[src/rtl/exc_stage_pipe_pkg.sv]
// exc_stage_pipe_pkg: shared exception bundle layout, field offsets, exccodes and memory-size encodings
// Exports EXC_W, OFF_* bit offsets of the bundle, EXCCODE_*, MSIZE_*, exc_t and misaligned().
package exc_stage_pipe_pkg;

    localparam int EXC_W = 58;

    localparam int OFF_DETECT_OF     = 0;
    localparam int OFF_EXCCODE       = 1;
    localparam int OFF_ERET          = 6;
    localparam int OFF_BD            = 7;
    localparam int OFF_OV            = 8;
    localparam int OFF_RI            = 9;
    localparam int OFF_BP            = 10;
    localparam int OFF_SYS           = 11;
    localparam int OFF_ADES          = 12;
    localparam int OFF_ADEL          = 13;
    localparam int OFF_EXC_DATA      = 14;
    localparam int OFF_EXC_INSTR     = 15;
    localparam int OFF_EXC_RESERVED  = 16;
    localparam int OFF_EXC_FETCH     = 17;
    localparam int OFF_EXC_INT       = 18;
    localparam int OFF_BADADDR       = 19;
    localparam int OFF_ADDR_CP0      = 51;
    localparam int OFF_READ_CP0      = 56;
    localparam int OFF_SET_CP0       = 57;

    localparam logic [4:0] EXCCODE_INT  = 5'h00;
    localparam logic [4:0] EXCCODE_ADEL = 5'h04;
    localparam logic [4:0] EXCCODE_ADES = 5'h05;
    localparam logic [4:0] EXCCODE_SYS  = 5'h08;
    localparam logic [4:0] EXCCODE_BP   = 5'h09;
    localparam logic [4:0] EXCCODE_RI   = 5'h0a;
    localparam logic [4:0] EXCCODE_OV   = 5'h0c;

    localparam logic [1:0] MSIZE_BYTE = 2'd0;
    localparam logic [1:0] MSIZE_HALF = 2'd1;
    localparam logic [1:0] MSIZE_WORD = 2'd2;

    // Field order matches the OFF_* offsets, MSB first.
    typedef struct packed {
        logic        set_cp0;
        logic        read_cp0;
        logic [4:0]  addr_cp0;
        logic [31:0] badaddr;
        logic        exc_int;
        logic        exc_fetch;
        logic        exc_reserved;
        logic        exc_instruction;
        logic        exc_data;
        logic        adel;
        logic        ades;
        logic        sys;
        logic        bp;
        logic        ri;
        logic        ov;
        logic        bd;
        logic        eret;
        logic [4:0]  exccode;
        logic        detect_of;
    } exc_t;

    function automatic logic misaligned(input logic [1:0] msize, input logic [1:0] addr);
        return (msize == MSIZE_HALF && addr[0]) || (msize == MSIZE_WORD && addr != 2'b00);
    endfunction

endpackage

[src/rtl/exc_stage_pipe_if.sv]
// exc_stage_pipe_if: ID/EX/MEM handshake and exception signals around exc_stage_pipe
// slave = the exception pipe itself, master = the surrounding pipeline and CP0 block.
interface exc_stage_pipe_if;
    import exc_stage_pipe_pkg::*;

    logic        flush;
    logic        int_detect;
    logic        id_valid;
    logic        ex_allowin;
    logic [31:0] id_pc;
    logic        id_bd;
    logic        id_fetch_adel;
    logic        id_ri;
    logic        id_sys;
    logic        id_bp;
    logic        id_eret;
    logic        id_mtc0;
    logic        id_mfc0;
    logic [4:0]  id_cp0_addr;
    logic        id_detect_of;
    logic        id_load;
    logic        id_store;
    logic [1:0]  id_msize;
    logic        ex_ready_go;
    logic        ex_alu_of;
    logic [31:0] ex_mem_addr;
    logic        ex_exc_pending;
    logic        mem_allowin;
    logic        mem_valid;
    logic [31:0] mem_pc;
    exc_t        mem_exc;

    modport master (
        output flush, int_detect, id_valid, id_pc, id_bd, id_fetch_adel, id_ri, id_sys, id_bp,
               id_eret, id_mtc0, id_mfc0, id_cp0_addr, id_detect_of, id_load, id_store, id_msize,
               ex_ready_go, ex_alu_of, ex_mem_addr, mem_allowin,
        input  ex_allowin, ex_exc_pending, mem_valid, mem_pc, mem_exc
    );

    modport slave (
        input  flush, int_detect, id_valid, id_pc, id_bd, id_fetch_adel, id_ri, id_sys, id_bp,
               id_eret, id_mtc0, id_mfc0, id_cp0_addr, id_detect_of, id_load, id_store, id_msize,
               ex_ready_go, ex_alu_of, ex_mem_addr, mem_allowin,
        output ex_allowin, ex_exc_pending, mem_valid, mem_pc, mem_exc
    );

endinterface

[src/rtl/exc_stage_pipe_reg.sv]
// exc_stage_pipe_reg: valid + payload + pc pipeline register with load, drain, flush and sync reset
// ld writes payload/pc and sets valid; clr drops valid when the stage moves on; upd rewrites payload only.
module exc_stage_pipe_reg #(
    parameter int          W      = 58,
    parameter logic [31:0] RST_PC = 32'hBFC00000
) (
    input  logic         clk,
    input  logic         resetn,
    input  logic         flush,
    input  logic         ld,
    input  logic         clr,
    input  logic         upd,
    input  logic [W-1:0] din,
    input  logic [31:0]  pin,
    output logic         valid_q,
    output logic [W-1:0] data_q,
    output logic [31:0]  pc_q
);

    logic         valid_d;
    logic [W-1:0] data_d;
    logic [31:0]  pc_d;

    always_comb begin
        valid_d = !flush && (ld || (valid_q && !clr));
        data_d  = (ld || upd) ? din : data_q;
        pc_d    = ld ? pin : pc_q;
    end

    always_ff @(posedge clk) begin
        if (!resetn) begin
            valid_q <= 1'b0;
            data_q  <= '0;
            pc_q    <= RST_PC;
        end else begin
            valid_q <= valid_d;
            data_q  <= data_d;
            pc_q    <= pc_d;
        end
    end

endmodule

[src/rtl/exc_stage_pipe.sv]
// exc_stage_pipe: carries exception info ID->EX->MEM, adds EX overflow/data-address faults and resolves priority
// Ports: clk, resetn (sync active-low), bus (exc_stage_pipe_if.slave: ID inputs, EX status, MEM bundle out).
module exc_stage_pipe
    import exc_stage_pipe_pkg::*;
#(
    parameter logic [31:0] RST_PC = 32'hBFC00000
) (
    input  logic              clk,
    input  logic              resetn,
    exc_stage_pipe_if.slave   bus
);

    // EX needs the memory-op kind on top of the bundle to detect data faults.
    typedef struct packed {
        logic       load;
        logic       store;
        logic [1:0] msize;
        exc_t       exc;
    } ex_t;

    ex_t         id_cap, ex_hold, ex_din, ex_q;
    exc_t        e, mem_din, mem_q;
    logic        ex_valid, mem_valid, ex_ld, ex_go;
    logic [31:0] ex_pc, mem_pc;
    logic        ov, mis, c_int, c_fetch, c_res, c_ins, c_data, any_exc, mem_any;

    assign bus.ex_allowin = !ex_valid || (bus.ex_ready_go && bus.mem_allowin);
    assign ex_ld          = bus.id_valid && bus.ex_allowin;
    assign ex_go          = ex_valid && bus.ex_ready_go && bus.mem_allowin;

    always_comb begin
        id_cap                       = '0;
        id_cap.load                  = bus.id_load;
        id_cap.store                 = bus.id_store;
        id_cap.msize                 = bus.id_msize;
        id_cap.exc.set_cp0           = bus.id_mtc0;
        id_cap.exc.read_cp0          = bus.id_mfc0;
        id_cap.exc.addr_cp0          = bus.id_cp0_addr;
        id_cap.exc.badaddr           = bus.id_fetch_adel ? bus.id_pc : 32'h0;
        id_cap.exc.exc_int           = bus.int_detect;
        id_cap.exc.exc_fetch         = bus.id_fetch_adel;
        id_cap.exc.adel              = bus.id_fetch_adel;
        id_cap.exc.ri                = bus.id_ri;
        id_cap.exc.sys               = bus.id_sys;
        id_cap.exc.bp                = bus.id_bp;
        id_cap.exc.eret              = bus.id_eret;
        id_cap.exc.bd                = bus.id_bd;
        id_cap.exc.detect_of         = bus.id_detect_of;
        // A held EX instruction keeps everything except a pending interrupt, which latches on.
        ex_hold                      = ex_q;
        ex_hold.exc.exc_int          = ex_q.exc.exc_int || bus.int_detect;
        ex_din                       = ex_ld ? id_cap : ex_hold;
    end

    exc_stage_pipe_reg #(.W($bits(ex_t)), .RST_PC(RST_PC)) u_id_ex (
        .clk     (clk),
        .resetn  (resetn),
        .flush   (bus.flush),
        .ld      (ex_ld),
        .clr     (bus.ex_ready_go && bus.mem_allowin),
        .upd     (bus.int_detect),
        .din     (ex_din),
        .pin     (bus.id_pc),
        .valid_q (ex_valid),
        .data_q  (ex_q),
        .pc_q    (ex_pc)
    );

    // Exactly one class survives: int > fetch > reserved > instruction > data.
    always_comb begin
        e       = ex_q.exc;
        ov      = e.detect_of && bus.ex_alu_of;
        mis     = misaligned(ex_q.msize, bus.ex_mem_addr[1:0]);
        c_int   = e.exc_int || bus.int_detect;
        c_fetch = !c_int && e.exc_fetch;
        c_res   = !c_int && !c_fetch && e.ri;
        c_ins   = !c_int && !c_fetch && !c_res && (e.sys || e.bp || ov);
        c_data  = !c_int && !c_fetch && !c_res && !c_ins && (ex_q.load || ex_q.store) && mis;
        any_exc = c_int || c_fetch || c_res || c_ins || c_data;
        mem_din                 = '0;
        mem_din.set_cp0         = e.set_cp0 && !any_exc;
        mem_din.read_cp0        = e.read_cp0;
        mem_din.addr_cp0        = e.addr_cp0;
        mem_din.badaddr         = c_data ? bus.ex_mem_addr : e.badaddr;
        mem_din.exc_int         = c_int;
        mem_din.exc_fetch       = c_fetch;
        mem_din.exc_reserved    = c_res;
        mem_din.exc_instruction = c_ins;
        mem_din.exc_data        = c_data;
        mem_din.adel            = c_fetch || (c_data && ex_q.load);
        mem_din.ades            = c_data && ex_q.store;
        mem_din.sys             = c_ins && e.sys;
        mem_din.bp              = c_ins && e.bp;
        mem_din.ri              = c_res;
        mem_din.ov              = c_ins && ov;
        mem_din.bd              = e.bd;
        mem_din.eret            = e.eret && !any_exc;
        mem_din.detect_of       = e.detect_of;
        mem_din.exccode         = c_fetch ? EXCCODE_ADEL :
                                  c_res   ? EXCCODE_RI :
                                  c_ins   ? (e.sys ? EXCCODE_SYS : e.bp ? EXCCODE_BP : EXCCODE_OV) :
                                  c_data  ? (ex_q.load ? EXCCODE_ADEL : EXCCODE_ADES) :
                                  EXCCODE_INT;
    end

    exc_stage_pipe_reg #(.W(EXC_W), .RST_PC(RST_PC)) u_ex_mem (
        .clk     (clk),
        .resetn  (resetn),
        .flush   (bus.flush),
        .ld      (ex_go),
        .clr     (bus.mem_allowin),
        .upd     (1'b0),
        .din     (mem_din),
        .pin     (ex_pc),
        .valid_q (mem_valid),
        .data_q  (mem_q),
        .pc_q    (mem_pc)
    );

    assign mem_any = mem_q.exc_int || mem_q.exc_fetch || mem_q.exc_reserved ||
                     mem_q.exc_instruction || mem_q.exc_data;

    assign bus.ex_exc_pending = (ex_valid && any_exc) || (mem_valid && mem_any);
    assign bus.mem_valid      = mem_valid;
    assign bus.mem_pc         = mem_pc;
    assign bus.mem_exc        = mem_q;

endmodule

[src/flat_wrapper.sv]
// flat-port wrapper written by rule: the top's interface ports become plain ports
module exc_stage_pipe_flat import exc_stage_pipe_pkg::*;
#(
    parameter logic [31:0] RST_PC = 32'hBFC00000
)
  (clk, resetn, bus_flush, bus_int_detect, bus_id_valid, bus_id_pc, bus_id_bd, bus_id_fetch_adel, bus_id_ri, bus_id_sys, bus_id_bp, bus_id_eret, bus_id_mtc0, bus_id_mfc0, bus_id_cp0_addr, bus_id_detect_of, bus_id_load, bus_id_store, bus_id_msize, bus_ex_ready_go, bus_ex_alu_of, bus_ex_mem_addr, bus_mem_allowin, bus_ex_allowin, bus_ex_exc_pending, bus_mem_valid, bus_mem_pc, bus_mem_exc);
  exc_stage_pipe_if bus_i ();
  input  logic clk;
  input  logic resetn;
  input wire logic [$bits(bus_i.flush)-1:0] bus_flush;
  input wire logic [$bits(bus_i.int_detect)-1:0] bus_int_detect;
  input wire logic [$bits(bus_i.id_valid)-1:0] bus_id_valid;
  input wire logic [$bits(bus_i.id_pc)-1:0] bus_id_pc;
  input wire logic [$bits(bus_i.id_bd)-1:0] bus_id_bd;
  input wire logic [$bits(bus_i.id_fetch_adel)-1:0] bus_id_fetch_adel;
  input wire logic [$bits(bus_i.id_ri)-1:0] bus_id_ri;
  input wire logic [$bits(bus_i.id_sys)-1:0] bus_id_sys;
  input wire logic [$bits(bus_i.id_bp)-1:0] bus_id_bp;
  input wire logic [$bits(bus_i.id_eret)-1:0] bus_id_eret;
  input wire logic [$bits(bus_i.id_mtc0)-1:0] bus_id_mtc0;
  input wire logic [$bits(bus_i.id_mfc0)-1:0] bus_id_mfc0;
  input wire logic [$bits(bus_i.id_cp0_addr)-1:0] bus_id_cp0_addr;
  input wire logic [$bits(bus_i.id_detect_of)-1:0] bus_id_detect_of;
  input wire logic [$bits(bus_i.id_load)-1:0] bus_id_load;
  input wire logic [$bits(bus_i.id_store)-1:0] bus_id_store;
  input wire logic [$bits(bus_i.id_msize)-1:0] bus_id_msize;
  input wire logic [$bits(bus_i.ex_ready_go)-1:0] bus_ex_ready_go;
  input wire logic [$bits(bus_i.ex_alu_of)-1:0] bus_ex_alu_of;
  input wire logic [$bits(bus_i.ex_mem_addr)-1:0] bus_ex_mem_addr;
  input wire logic [$bits(bus_i.mem_allowin)-1:0] bus_mem_allowin;
  output wire logic [$bits(bus_i.ex_allowin)-1:0] bus_ex_allowin;
  output wire logic [$bits(bus_i.ex_exc_pending)-1:0] bus_ex_exc_pending;
  output wire logic [$bits(bus_i.mem_valid)-1:0] bus_mem_valid;
  output wire logic [$bits(bus_i.mem_pc)-1:0] bus_mem_pc;
  output wire logic [$bits(bus_i.mem_exc)-1:0] bus_mem_exc;
  assign bus_i.flush = bus_flush;
  assign bus_i.int_detect = bus_int_detect;
  assign bus_i.id_valid = bus_id_valid;
  assign bus_i.id_pc = bus_id_pc;
  assign bus_i.id_bd = bus_id_bd;
  assign bus_i.id_fetch_adel = bus_id_fetch_adel;
  assign bus_i.id_ri = bus_id_ri;
  assign bus_i.id_sys = bus_id_sys;
  assign bus_i.id_bp = bus_id_bp;
  assign bus_i.id_eret = bus_id_eret;
  assign bus_i.id_mtc0 = bus_id_mtc0;
  assign bus_i.id_mfc0 = bus_id_mfc0;
  assign bus_i.id_cp0_addr = bus_id_cp0_addr;
  assign bus_i.id_detect_of = bus_id_detect_of;
  assign bus_i.id_load = bus_id_load;
  assign bus_i.id_store = bus_id_store;
  assign bus_i.id_msize = bus_id_msize;
  assign bus_i.ex_ready_go = bus_ex_ready_go;
  assign bus_i.ex_alu_of = bus_ex_alu_of;
  assign bus_i.ex_mem_addr = bus_ex_mem_addr;
  assign bus_i.mem_allowin = bus_mem_allowin;
  assign bus_ex_allowin = bus_i.ex_allowin;
  assign bus_ex_exc_pending = bus_i.ex_exc_pending;
  assign bus_mem_valid = bus_i.mem_valid;
  assign bus_mem_pc = bus_i.mem_pc;
  assign bus_mem_exc = bus_i.mem_exc;
  exc_stage_pipe #(.RST_PC(RST_PC)) u_core (.clk(clk), .resetn(resetn), .bus(bus_i));
endmodule
[config.mk]
export PLATFORM = sky130hd
export DESIGN_NAME = exc_stage_pipe_flat
export DESIGN_NICKNAME = d
export VERILOG_FILES = /design/src/rtl/exc_stage_pipe_pkg.sv /design/src/rtl/exc_stage_pipe_if.sv /design/src/rtl/exc_stage_pipe_reg.sv /design/src/rtl/exc_stage_pipe.sv /design/src/flat_wrapper.sv
export SDC_FILE = /design/constraint.sdc
export NUM_CORES = 1
export LEC_CHECK = 0
export ABC_AREA = 1
export ABC_CLOCK_PERIOD_IN_PS = 1260
export BUFFER_PORTS_ARGS = -buffer_cell sky130_fd_sc_hd__buf_4
export CORE_MARGIN = 8
export CORE_UTILIZATION = 49
export CTS_BUF_LIST = sky130_fd_sc_hd__clkbuf_4 sky130_fd_sc_hd__clkbuf_8
export DETAILED_ROUTE_END_ITERATION = 12
export HOLD_SLACK_MARGIN = 0.03
export PLACE_DENSITY = 0.8
export RECOVER_POWER = 100
export SYNTH_ARGS = -nofsm -noshare
export SYNTH_HDL_FRONTEND = slang
export SYNTH_SLANG_ARGS = --single-unit
export TNS_END_PERCENT = 10
[constraint.sdc]
create_clock -name clk -period 1.26 [get_ports clk]
set_input_delay 0.126 -clock clk [delete_from_list [all_inputs] [get_ports clk]]
set_output_delay 0.126 -clock clk [all_outputs]
set_load 0.02 [all_outputs]
==> flow_summary_export.csv <==
group,metric,value,unit
sta,timing.final.ws_setup,-0.4604,ns
yosys,synth-main-ff-cell,"dfxtp_1",
clock_tree,clk_pin_slew,0.09,ns
yosys,syn_area,6779,um^2
sta,max_freq,581.3,MHz
global_route,antenna_found_initial,0,
sta,setup_viol,78,
sta,finalCritPeriodShare,136.5,%
floorplan,row_count,43,
finish,nets,1260,
worst_setup_path,setup.worst_path.end_class,"output pin",
route,drt-total-wl,22.45,mm
place,place_congestion,0.8516,
finish,n_fill_cell,1096,
yosys,synth_edf_count,0,
yosys,synthDistinctLibCells,25,
yosys,yosys_warnings,0,
yosys,synthesis.nets,984,
worst_setup_path,rr_startpoint,"u_core.u_id_ex.data_q[10]",
run,maxCapViolCount,0,
worst_setup_path,worstPathArrival,1.59,ns
place,dp_slack,-0.2207,ns
route,firstDrtPassIters,7,
sta,period_needed,1.720,ns
yosys,ys_seq_elements,173,
global_route,grt_max_degree,45,
min_path,hold_path_startpoint,"bus_ex_ready_go",
power,ir_worst_vdd,0.7024,mV
yosys,netlist_instances,894,
finish,regArea,3477,um^2
worst_setup_path,cp-start-kind,"register",
global_route,grt_pass1_wl,35.61,mm
min_path,holdPathStages,4,
floorplan,ios,183,
sta,timing.hold.ws,0.07421,ns
floorplan,die_area,17850,um^2
floorplan,die_x,133.6,um
place,dpl.cell_count,1239,
sta,rsz0062_at_grt,"yes",
yosys,synth_commonest_cells,"nand2_1 (207), dfxtp_1 (173), nand3_1 (120), nor2_1 (88), a21oi_1 (80)",
sta,drv_slew,0,
finish,fin_cells,1362,
route,route.detailed.drc,0,
clock_tree,cts_buffer_depth,2,
route,ant_nets,0,
clock_tree,cts_root_buf,"clkbuf_8",
min_path,min_to,"u_core.u_id_ex.valid_q",
floorplan,initial_core_util,49.41,%
place,port_buffers,181,
clock_tree,clock_latency,0.46,ns
worst_setup_path,required,1.13,ns
clock_tree,htreeDepth,4,
yosys,synth_area_leaders,"dfxtp_1 (51%), nand2_1 (11%), nand3_1 (8.9%)",
finish,multi_input_area,2902,um^2
outcome,violations,"negative setup slack",
min_path,hp-class,"in2reg",
global_route,grt_usage,24.84,%
clock_tree,cts_tree,"done",
route,avgViaCountPerCell,5.238,
outcome,status,"finished with violations",
yosys,ys_seq_area_share,51.09,%
worst_setup_path,r2r_cells,9,
sta,setup_tns,-5.575,ns
floorplan,dieHeight,133.6,um
place,hpwl,14.17,mm
finish,syn_to_final_growth,45.20,%
clock_tree,clkSinkCount,173,
yosys,yosysTopAreaCellShare,51.09,%
worst_setup_path,worst-r2r-setup-slack,-0.14,ns
global_route,grt_pass1_vias,6980,
sta,hold_viol_final,0,
route,wire_per_inst,16.48,um
sta,finalClockSkew,0.008808,ns
power,powerDensity,1180,nW/um^2
worst_setup_path,path_class,"reg2out",
worst_setup_path,regToRegEndpoint,"u_core.u_ex_mem.data_q[21]",
worst_setup_path,cp_max_fo,2,
finish,final_layout_size_suffix_gt1_share,24.03,%
finish,antenna_cells,0,
yosys,synth_area_per_cell,7.583,um^2
route,vias,7134,
yosys,synth.most_common_cell,"nand2_1",
route,drt_iter0_drc,643,
global_route,grt-ovfl-total,0,
power,leakagePower,4.416,nW
yosys,synth_top_area_cell,"dfxtp_1",
clock_tree,cts_buffers,17,
yosys,synthArstFlopShare,0,%
floorplan,coreArea,13720,um^2
==> layer usage <==
layer	track usage (%)	wire, um	share of wire, %	vias to the layer above
li1	-	-	-	3452
met1	27.77	8824	39	3327
met2	43.40	11290	50	302
met3	6.551	1621	7.2	53
met4	11.04	707	3.1	0
met5	0	0	0	-
==> cell usage in the layout, fill, tap and decap left out, drive strengths merged <==
cell / synthesis / final
or2: 2 / 2
inv: 52 / 53
nor2: 93 / 93
nand2: 209 / 210
o41ai: 1 / 1
clkbuf: 30 / 107
dfxtp: 173 / 173
buf: 39 / 150
o21ai: 58 / 58
nand3: 121 / 121
dlygate4sd3: 0 / 87
clkinvlp: 0 / 2
clkinv: 0 / 5
nor3: 1 / 1
o21a: 32 / 32
bufinv: 0 / 4
nand4: 1 / 1
a21oi: 81 / 81
conb: 1 / 1
==> stage by stage <==
step	power [mW]	utilization, %	area (um^2)
floorplan	6.594	-	6779
global placement	7.227	62.62	8591
detailed placement	7.250	62.62	8591
CTS	11.67	73.37	10070
global route	12.05	71.75	9843
finish	11.62	71.75	9843
==> logic make-up (layout without fill, tap and decap cells) <==
group / Yosys count / after routing / share of synthesized area (%)
flops: 173 / 173 / 51.09
other cells: 1 / 1 / 0.05532
compound gates: 172 / 172 / 13.99
simple gates: 427 / 428 / 26.71
buf+inv: 121 / 408 / 8.158
==> final cells by class <==
class,instances,share of cell area [%]
clock inverter,12,1.716
multi-input combinational,601,29.48
timing repair buffer,325,26.62
inverter,52,1.983
sequential,173,35.32
clock buffer,19,2.593
tap,180,2.288
==> power by group <==
group,switching (mW),internal (mW)
sequential,0.126,5.69
combinational,0.855,0.780
clock,1.96,2.21
total,2.94,8.68
==> worst max path at each step <==
stage / startpoint / cells after the start / slack (ns) / endpoint
final: u_core.u_ex_mem.data_q[18] / 5 / -0.46 / bus_ex_exc_pending
after global routing: u_core.u_ex_mem.data_q[18] / 5 / -0.53 / bus_ex_exc_pending
after CTS: u_core.u_ex_mem.data_q[18] / 5 / -0.56 / bus_ex_exc_pending
after detailed placement: u_core.u_id_ex.data_q[61] / 9 / -0.22 / u_core.u_ex_mem.data_q[33]
after global placement: u_core.u_id_ex.data_q[61] / 8 / -0.20 / u_core.u_ex_mem.data_q[3]
after floorplan: u_core.u_id_ex.data_q[11] / 9 / 0.004 / u_core.u_ex_mem.data_q[24]
==> registers in the layout (all words and copies together) (netlist names) <==
signal,cells
u_core.u_ex_mem.valid_q,1
u_core.u_id_ex.valid_q,1
u_core.u_id_ex.pc_q,32
u_core.u_ex_mem.data_q,56
u_core.u_id_ex.data_q,51
u_core.u_ex_mem.pc_q,32
==> repair_timing <==
action                                  CTS  global route
endpoints found under the setup margin   84           134
hold buffers                             87             0
cloned                                    2             0
gates resized for setup                  33            26
hold endpoints to repair                117             0
pin swaps                                 6            10
buffers inserted                          3             0
==> critical path, cell delays in order (launching register included) <==
cell     delay (ns)
dfxtp_2        0.32
or2_4          0.25
o41ai_4        0.22
buf_4          0.17
o21ai_2        0.05
buf_6          0.13
Power figures use the tool's default switching activity.
